## src/rtl/uart_pkg.sv

```systemverilog
// ----------------------------------------------------------------------------
// uart_pkg
// Shared definitions for the UART receive path: the receiver FSM state type,
// the default bit period and the frame data width.
// No ports (package).
// ----------------------------------------------------------------------------
package uart_pkg;

    // Clock cycles per serial bit at the board's system clock rate.
    localparam int UART_CLKS_PER_BIT_DEFAULT = 2320;

    // Data bits per frame (8N1).
    localparam int UART_DATA_BITS = 8;

    // Receiver FSM states. BREAK holds off after a framing error until the line
    // returns high, so a line held low cannot produce repeated frames.
    typedef enum logic [2:0] {
        IDLE  = 3'd0,
        START = 3'd1,
        DATA  = 3'd2,
        STOP  = 3'd3,
        BREAK = 3'd4
    } uart_state_e;

endpackage : uart_pkg

```

## src/rtl/uart_rx_sync.sv

```systemverilog
// ----------------------------------------------------------------------------
// uart_rx_sync
// Two-flop synchroniser that brings the asynchronous serial line into the clk
// domain. Both flops reset to 1, which is the idle level of the line, so that
// leaving reset never looks like a start bit.
// Ports:
//   clk   in  system clock
//   rst_n in  asynchronous active-low reset
//   d_i   in  asynchronous input
//   q_o   out synchronised output, two cycles behind d_i
// ----------------------------------------------------------------------------
module uart_rx_sync (
    input  logic clk,
    input  logic rst_n,
    input  logic d_i,
    output logic q_o
);

    logic meta_q;
    logic sync_q;

    // First flop may go metastable; the second gives it a full cycle to settle
    // before anything downstream looks at the value.
    always_ff @(posedge clk or negedge rst_n) begin
        if (!rst_n) begin
            meta_q <= 1'b1;
            sync_q <= 1'b1;
        end else begin
            meta_q <= d_i;
            sync_q <= meta_q;
        end
    end

    assign q_o = sync_q;

endmodule : uart_rx_sync

```

## src/rtl/uart_rx_byte.sv

```systemverilog
// ----------------------------------------------------------------------------
// uart_rx_byte
// 8N1 UART receiver (LSB first). The byte is handed to the consumer with a
// level valid/ack handshake; a byte that arrives while the previous one is
// still unacknowledged is dropped and flagged with the sticky overrun bit.
// Ports:
//   clk       in   system clock, all logic on posedge
//   rst_n     in   asynchronous active-low reset
//   rx        in   asynchronous serial input, idle high
//   rx_ack    in   consumer acknowledge, honoured while rx_valid is high
//   rx_data   out  last correctly framed byte
//   rx_valid  out  high while rx_data holds an unacknowledged byte
//   frame_err out  one-cycle pulse when the stop bit samples low
//   overrun   out  sticky, a byte was lost because rx_valid was still high
//   busy      out  high whenever the receiver is not idle
// ----------------------------------------------------------------------------
module uart_rx_byte
    import uart_pkg::*;
#(
    parameter int CLKS_PER_BIT = UART_CLKS_PER_BIT_DEFAULT,
    parameter int HALF_BIT     = CLKS_PER_BIT / 2
) (
    input  logic                      clk,
    input  logic                      rst_n,
    input  logic                      rx,
    input  logic                      rx_ack,
    output logic [UART_DATA_BITS-1:0] rx_data,
    output logic                      rx_valid,
    output logic                      frame_err,
    output logic                      overrun,
    output logic                      busy
);

    localparam int CNT_W = $clog2(CLKS_PER_BIT);
    localparam int IDX_W = $clog2(UART_DATA_BITS);

    localparam logic [CNT_W-1:0] CNT_BIT_LAST  = CNT_W'(CLKS_PER_BIT - 1);
    localparam logic [CNT_W-1:0] CNT_HALF_LAST = CNT_W'(HALF_BIT - 1);
    localparam logic [IDX_W-1:0] IDX_LAST      = IDX_W'(UART_DATA_BITS - 1);

    logic                      rx_s;
    logic                      commit;

    uart_state_e               state_q,     state_d;
    logic [CNT_W-1:0]          cnt_q,       cnt_d;
    logic [IDX_W-1:0]          bit_idx_q,   bit_idx_d;
    logic [UART_DATA_BITS-1:0] shreg_q,     shreg_d;
    logic [UART_DATA_BITS-1:0] rx_data_q,   rx_data_d;
    logic                      rx_valid_q,  rx_valid_d;
    logic                      frame_err_q, frame_err_d;
    logic                      overrun_q,   overrun_d;

    uart_rx_sync u_sync (
        .clk   (clk),
        .rst_n (rst_n),
        .d_i   (rx),
        .q_o   (rx_s)
    );

    // Frame sequencing. The start bit is re-checked at its midpoint, and from
    // then on every data and stop bit is sampled one full bit period later, so
    // all samples land near the middle of their bit. cnt restarts at 0 on every
    // state entry; IDLE and BREAK hold it at 0 so the next state starts clean.
    always_comb begin
        state_d     = state_q;
        cnt_d       = cnt_q + 1'b1;
        bit_idx_d   = bit_idx_q;
        shreg_d     = shreg_q;
        frame_err_d = 1'b0;
        commit      = 1'b0;

        case (state_q)
            IDLE: begin
                cnt_d = '0;
                if (!rx_s) begin
                    state_d = START;
                end
            end
            START: begin
                if (cnt_q == CNT_HALF_LAST) begin
                    cnt_d     = '0;
                    bit_idx_d = '0;
                    state_d   = rx_s ? IDLE : DATA;
                end
            end
            DATA: begin
                if (cnt_q == CNT_BIT_LAST) begin
                    cnt_d            = '0;
                    shreg_d[bit_idx_q] = rx_s;
                    if (bit_idx_q == IDX_LAST) begin
                        state_d = STOP;
                    end else begin
                        bit_idx_d = bit_idx_q + 1'b1;
                    end
                end
            end
            STOP: begin
                if (cnt_q == CNT_BIT_LAST) begin
                    cnt_d = '0;
                    if (rx_s) begin
                        commit  = 1'b1;
                        state_d = IDLE;
                    end else begin
                        frame_err_d = 1'b1;
                        shreg_d     = '0;
                        state_d     = BREAK;
                    end
                end
            end
            BREAK: begin
                cnt_d = '0;
                if (rx_s) begin
                    state_d = IDLE;
                end
            end
            default: begin
                cnt_d   = '0;
                state_d = IDLE;
            end
        endcase
    end

    // Consumer handshake. A commit takes priority over an acknowledge in the
    // same cycle: the ack frees the slot and the new byte lands in it at once,
    // leaving overrun as it was. Without an ack the held byte wins and the new
    // one is dropped.
    always_comb begin
        rx_data_d  = rx_data_q;
        rx_valid_d = rx_valid_q;
        overrun_d  = overrun_q;

        if (commit) begin
            if (!rx_valid_q || rx_ack) begin
                rx_data_d  = shreg_q;
                rx_valid_d = 1'b1;
            end else begin
                overrun_d = 1'b1;
            end
        end else if (rx_valid_q && rx_ack) begin
            rx_valid_d = 1'b0;
            overrun_d  = 1'b0;
        end
    end

    // State and output registers; reset drops any frame in progress and any
    // byte still waiting for the consumer.
    always_ff @(posedge clk or negedge rst_n) begin
        if (!rst_n) begin
            state_q     <= IDLE;
            cnt_q       <= '0;
            bit_idx_q   <= '0;
            shreg_q     <= '0;
            rx_data_q   <= '0;
            rx_valid_q  <= 1'b0;
            frame_err_q <= 1'b0;
            overrun_q   <= 1'b0;
        end else begin
            state_q     <= state_d;
            cnt_q       <= cnt_d;
            bit_idx_q   <= bit_idx_d;
            shreg_q     <= shreg_d;
            rx_data_q   <= rx_data_d;
            rx_valid_q  <= rx_valid_d;
            frame_err_q <= frame_err_d;
            overrun_q   <= overrun_d;
        end
    end

    assign rx_data   = rx_data_q;
    assign rx_valid  = rx_valid_q;
    assign frame_err = frame_err_q;
    assign overrun   = overrun_q;
    assign busy      = (state_q != IDLE);

endmodule : uart_rx_byte

```

## config.mk

```make
export PLATFORM = sky130hd
export DESIGN_NAME = uart_rx_byte
export DESIGN_NICKNAME = d
export VERILOG_FILES = /design/src/rtl/uart_pkg.sv /design/src/rtl/uart_rx_sync.sv /design/src/rtl/uart_rx_byte.sv
export SDC_FILE = /design/constraint.sdc
export NUM_CORES = 1
export LEC_CHECK = 0
export CORE_ASPECT_RATIO = 0.8
export CORE_MARGIN = 4
export CORE_UTILIZATION = 61
export DETAILED_ROUTE_END_ITERATION = 8
export GPL_ROUTABILITY_DRIVEN = 0
export PLACE_DENSITY = 0.8
export SLEW_MARGIN = 5
export SYNTH_ARGS = -nofsm -noshare
export SYNTH_HDL_FRONTEND = slang
export SYNTH_SLANG_ARGS = --single-unit
```

## constraint.sdc

```tcl
create_clock -name clk -period 2.7 [get_ports clk]
set_input_delay 0.27 -clock clk [delete_from_list [all_inputs] [get_ports clk]]
set_output_delay 0.27 -clock clk [all_outputs]
set_load 0.01 [all_outputs]
```

* After elaboration in Yosys (flattened, before gate mapping)
Cells that the tools add are included.
** Storage, ports and cells
- Logic and storage cells :: 81
- Output and inout bits :: 12
- Bits in registers :: 39
- Input port bits :: 4
** Operators by class
- Reductions and logical operators :: 16
- Mux-type cells :: 34
- $add $sub $neg :: 2
- Order comparisons :: 2
- Eq/ne operators :: 17
** Operator list (number)
- 2-to-1 mux 3 bit :: 10
- 2-to-1 mux 12 bit :: 2
- 2-to-1 mux 8 bit :: 3
- case mux 12 bit (2 select lines) :: 1
- != test 2 bit (second input constant) :: 8
- case mux 8 bit (2 select lines) :: 1
- case mux 3 bit (5 select lines) :: 1
- adder 12 x 1 -> 12 bit (second input constant) :: 1
- == test 12 x 11 -> 1 bit (second input constant) :: 1
- == test 12 bit (second input constant) :: 1
- 2-to-1 mux 1 bit :: 12
- bitwise mux 8 bit :: 1
- AND reduction 4 bit :: 2
- == test 3 x 2 -> 1 bit (second input constant) :: 2
- == test 3 bit (second input constant) :: 2
- case mux 3 bit (2 select lines) :: 1
- AND reduction 2 bit :: 3
- AND reduction 6 bit :: 1
- nonzero test 2 bit :: 3
- < comparator 3 x 4 -> 1 bit (second input constant) :: 1
- != test 2 x 1 -> 1 bit (second input constant) :: 2
- adder 3 x 1 -> 3 bit (second input constant) :: 1
- demux 1 bit (select 3 bit) :: 1
- == test 3 x 1 -> 1 bit (second input constant) :: 1
- 8 further kinds :: 9

* Logic depth before layout (Yosys ltp)
- Depth after elaboration :: 7
- Depth in mapped cells :: 7
- Mapped depth without buffers :: 5

* Hierarchy
From an unflattened synthesis, not the netlist that was laid out.
** Second synthesis, totals
- Cell total of the unflattened synthesis :: 174
- Area, all modules :: 1901.8 um^2
** Modules (own cells, without submodules)
- uart_rx_byte :: cells an instance 172, area each 1849.3 um^2, seq. area each 925.9 um^2, times used 1
- uart_rx_sync :: cells an instance 2, area each 52.6 um^2, seq. area each 52.6 um^2, times used 1

* Least setup slack after synthesis
No wires, ideal clock.
- Path kind :: register -> register
- From :: reg cnt_q[0]
- To :: reg rx_data_q[0] (netlist: rx_data[0])
- Stages on the path, launching flop included :: 7
- Data required time :: 2575 ps
- Path buffers :: 1
- Setup time :: 125 ps
- Clock period less this slack :: 1850 ps
- Arrival :: 1725 ps
- Slack :: 850 ps
- Path through :: dfrtp_1 ha_1 and3_2 clkbuf_2 nand3_2 nor3_4 mux2_2
** On the way
- Longest elaborated chain between the ends :: 4
** Ends and longest elaborated chain
- start: declaration :: RTL line uart_rx_byte.sv:45 : logic [CNT_W-1:0] cnt_q, cnt_d;
- start signal: assignment :: RTL line uart_rx_byte.sv:159 : cnt_q <= cnt_d;
- == test 12 bit :: RTL line uart_rx_byte.sv:98 : if (cnt_q == CNT_BIT_LAST) begin
- 2-to-1 mux 1 bit :: RTL line uart_rx_byte.sv:98
- 2-to-1 mux 1 bit :: RTL line uart_rx_byte.sv:72 : case (state_q)
- AND reduction 2 bit (no line)
- end signal: assignment :: RTL line uart_rx_byte.sv:162 : rx_data_q <= rx_data_d;
- end: declaration :: RTL line uart_rx_byte.sv:48 : logic [UART_DATA_BITS-1:0] rx_data_q, rx_data_d;
No other way between the ends.
A chain may end at the register's enable or synchronous reset.

* Worst setup path in the final report
- From :: reg cnt_q[4]
- To :: reg rx_data_q[6] (netlist: rx_data[6])
Same word-level chain as after synthesis.

==> impl_results.rst <==
.. list-table::
   :header-rows: 1

   * - Metric
     - Value
   * - FMAX
     - 0.446 GHz
   * - Post-CTS setup repair buffer count
     - 0
   * - Worst Reg-to-Reg Cells
     - 4
   * - Initial cell density of the core
     - 63.7%
   * - Post-layout nets
     - 195
   * - Boundary Pins
     - 16
   * - Largest area contributor in the netlist
     - sky130_fd_sc_hd__dfrtp_1
   * - Synthesis warning total
     - 0
   * - Kind of end point of the critical path
     - flop
   * - Critical path peak fanout
     - 12
   * - Width of the chip
     - 71.5 um
   * - Share of power burned in combinational logic
     - 1.8%
   * - Syn Area/Cell
     - 11.2 um2
   * - Final period util
     - 83.1%
   * - Transition time at the pin with the least slew margin
     - 845 ps
   * - Synthesized flop and latch total
     - 39
   * - Clock buffer count from CTS
     - 5
   * - RSZ-0062 raised after global routing
     - no
   * - Iter 0 DRT Violations
     - 61
   * - Number of inserted diodes
     - 0
   * - Main combinational cell family by area after synthesis
     - simple AND/OR/NAND/NOR gates
   * - Number of endpoints with negative hold slack in the final report
     - 0
   * - Net Sw Power
     - 207 uW
   * - H-tree depth
     - 2
   * - Adder and majority gate portion of the synthesized area
     - 1.91%
   * - Gate count after technology mapping
     - 175
   * - Post-synthesis compound-gate area fraction
     - 12.7%
   * - Fraction of layout instances using a drive strength above 1
     - 18.0%
   * - Sequential fraction of the synthesis area
     - 49.7%
   * - Total of hold buffers inserted after clock tree synthesis
     - 0
   * - Net Count, Synth
     - 182
   * - Final setup violation count
     - 0
   * - Type of origin of the critical path
     - flop
   * - Sw frac
     - 21.2%
   * - Number of buffers inserted by port buffering
     - 15
   * - Area of the mapped netlist
     - 1970 um2
   * - Number of sinks handled by clock tree synthesis
     - 39
   * - Maximum number of pins on one net before global-route repair
     - 40
   * - Leakage power total
     - 0.940 nW
   * - Global route total overflow
     - 0
   * - Classification of the worst-slack hold path
     - primary input to async pin
   * - Wire length per cell after detailed routing
     - 17.0 um
   * - Number of antenna violations at the first check in global routing
     - 0
   * - Area fraction in and, or, nand and nor cells after synthesis
     - 20.2%
   * - Share of synthesized area spent on multiplexers
     - 5.73%
   * - Headroom to the max-slew limit
     - 43.7%
   * - Most used flip-flop cell after synthesis
     - sky130_fd_sc_hd__dfrtp_1
   * - Std-Cell Rows
     - 18
   * - Iteration count of the initial detailed-routing pass
     - 4
   * - Minimum period implied by the final worst setup slack
     - 2240 ps
   * - Number of cells upsized or downsized after cts
     - 0
   * - Skew-Pair Late Insertion Delay
     - 290 ps
   * - Max_cap viols
     - 0
   * - Area share of the largest cell type after synthesis
     - 47.1%
   * - Total placed cells including tap cells
     - 221
   * - Final worst clock skew
     - 8.66 ps
   * - Portion of total power attributed to the clock network
     - 38.2%
   * - Clock-pin slew on the worst setup and hold paths
     - 80 ps
   * - Run status
     - finished clean
   * - Area inside the core boundary
     - 3090 um2
   * - Flop pwr share
     - 60.1%
   * - Clock Tree Buf Depth
     - 2
   * - Synth top area cells
     - sky130_fd_sc_hd__dfrtp_1 (47%), sky130_fd_sc_hd__mux2_2 (5.7%), sky130_fd_sc_hd__o31ai_1 (4.2%), sky130_fd_sc_hd__clkbuf_8 (2.8%), sky130_fd_sc_hd__dfstp_2 (2.7%)
   * - Global-route wire length before repair
     - 6730 um
   * - Slew Limit Fails
     - 0
   * - Die area
     - 4200 um2
   * - Number of enable flip-flop cells after synthesis
     - 0
   * - Detailed Place HPWL
     - 2790 um
   * - Post-synthesis async set-or-reset flop share
     - 100%
   * - Die outline height
     - 58.8 um
   * - Antenna-violating nets left
     - 0
   * - Area Growth Syn to Fin
     - 9.80%
   * - TritonCTS clock tree
     - built
   * - Distinct cell type count after synthesis
     - 48
   * - Internal
     - 772 uW
   * - Maximum vdd ir drop
     - 405 uV
   * - Total negative setup slack
     - 0 ps
   * - Final std cells w/o fill
     - 229
   * - Post-detailed-route via-to-cell ratio
     - 6.10
   * - Most frequently used cell type in the post-synthesis netlist
     - sky130_fd_sc_hd__dfrtp_1
   * - Aggregate routed wire length
     - 3900 um
   * - Required time of the critical path
     - 2870 ps
   * - Fill count
     - 223
   * - Master cell of the clock root buffer
     - sky130_fd_sc_hd__clkbuf_8
   * - Post-Synth XOR/XNOR Area
     - 4.01%
   * - Via count of the first global-routing pass
     - 1432
   * - Routed via count
     - 1397
   * - Top post-synthesis cells by count
     - sky130_fd_sc_hd__dfrtp_1 (37), sky130_fd_sc_hd__nor2_1 (14), sky130_fd_sc_hd__o31ai_1 (11)
   * - Data arrival time at the worst-slack endpoint
     - 2410 ps
   * - Power Dens Cells
     - 453 nW/um2
   * - Critical path type
     - flop to flop
   * - Combined global-route utilization of all metal layers
     - 21.1%
   * - # DRC
     - 0
   * - Total chip power
     - 979 uW
## power groups by stage
stage               registers [mW]  logic, mW  clock network, mW
floorplan                    0.599    0.00237                  0
global placement             0.599     0.0172                  0
detailed placement           0.599     0.0180                  0
CTS                          0.588     0.0181              0.383
global route                 0.588     0.0204              0.412
finish                       0.588     0.0171              0.374
## final timing paths
path	start	endpoint	slack (ps)
max in group asynchronous	rst_n	frame_err	2080
setup / recovery	cnt_q[4]	rx_data[6]	460
hold reg to reg	u_sync.meta_q	u_sync.q_o	360
hold / removal	rst_n	cnt_q[6]	80
setup reg to reg	cnt_q[4]	rx_data[6]	460
min in group clk	u_sync.meta_q	u_sync.q_o	360
## kinds of logic after synthesis
logic type / after synthesis
XOR/XNOR: 9
flip-flops: 39
AND/OR/NAND/NOR: 62
buffers and inverters: 16
adder cells (fa/ha/maj): 3
AO/OA/AOI/OAI: 36
multiplexers: 10
## state kept, by name, summed over array words and instances, names as in the netlist
register	cells
state_q	3
rx_data	8
cnt_q	12
bit_idx_q	3
rx_valid	1
u_sync.q_o	1
frame_err	1
u_sync.meta_q	1
shreg_q	8
overrun	1
## critical path, cell delays in order, from the launching register on
cell                      delay [ps]
sky130_fd_sc_hd__dfrtp_1         490
sky130_fd_sc_hd__nor4_4          420
sky130_fd_sc_hd__nand3_2         320
sky130_fd_sc_hd__nor3_4          490
sky130_fd_sc_hd__mux2_2          400
## cells in the final DEF (no fill, tap or decap), types with 2 or more instances in the layout
master	Yosys	routed
sky130_fd_sc_hd__dfrtp_1	37	37
sky130_fd_sc_hd__nor2_1	14	14
sky130_fd_sc_hd__clkdlybuf4s50_1	0	14
sky130_fd_sc_hd__o31ai_1	11	11
sky130_fd_sc_hd__mux2_2	10	10
sky130_fd_sc_hd__nand2_1	8	8
sky130_fd_sc_hd__o21ai_0	7	7
sky130_fd_sc_hd__xor2_1	6	6
sky130_fd_sc_hd__inv_1	6	6
sky130_fd_sc_hd__nand3_1	5	5
sky130_fd_sc_hd__clkbuf_8	4	5
sky130_fd_sc_hd__a21oi_1	4	4
sky130_fd_sc_hd__nor3_1	4	4
sky130_fd_sc_hd__a31oi_1	4	4
sky130_fd_sc_hd__nor2b_1	3	3
sky130_fd_sc_hd__xnor2_1	3	3
sky130_fd_sc_hd__nand4_1	3	3
sky130_fd_sc_hd__nand2b_1	3	3
sky130_fd_sc_hd__o21a_1	3	3
sky130_fd_sc_hd__ha_1	3	3
sky130_fd_sc_hd__or3b_2	2	2
sky130_fd_sc_hd__and3_2	2	2
sky130_fd_sc_hd__nand3_2	2	2
sky130_fd_sc_hd__and4_1	2	2
sky130_fd_sc_hd__o21ai_2	2	2
sky130_fd_sc_hd__a22o_1	2	2
sky130_fd_sc_hd__clkbuf_1	2	2
sky130_fd_sc_hd__dfstp_2	2	2
## routing by layer
metal	GRT usage (%)	part of all wire (%)	vias to the layer above
li1	-	-	659
met1	27.3	44	691
met2	34.9	49	40
met3	4.95	4.7	7
met4	7.77	1.5	0
met5	0	0	-
## final cells by class
cell class | count | area, um2 | area share [%]
Sequential cell | 39 | 978 | 45.3
Clock inverter | 1 | 5.00 | 0.232
Timing Repair Buffer | 16 | 153 | 7.07
Clock buffer | 7 | 76.3 | 3.53
Tap cell | 40 | 50.0 | 2.32
Inverter | 6 | 22.5 | 1.04
Multi-Input combinational cell | 120 | 875 | 40.5
## through the flow
| step | utilization, % | setup slack, ps | instance area [um2] | hold slack (ps) |
|---|---|---|---|---|
| after floorplan | - | 850 | 1970 | -25.6 |
| after global placement | 67.4 | 621 | 2080 | 348 |
| after detailed placement | 67.4 | 467 | 2080 | 351 |
| after CTS | 70.0 | 458 | 2160 | 106 |
| after global routing | 70.0 | 357 | 2160 | 150 |
| final | 70.0 | 458 | 2160 | 77.2 |
No activity file was read; power rests on OpenSTA's default activity.
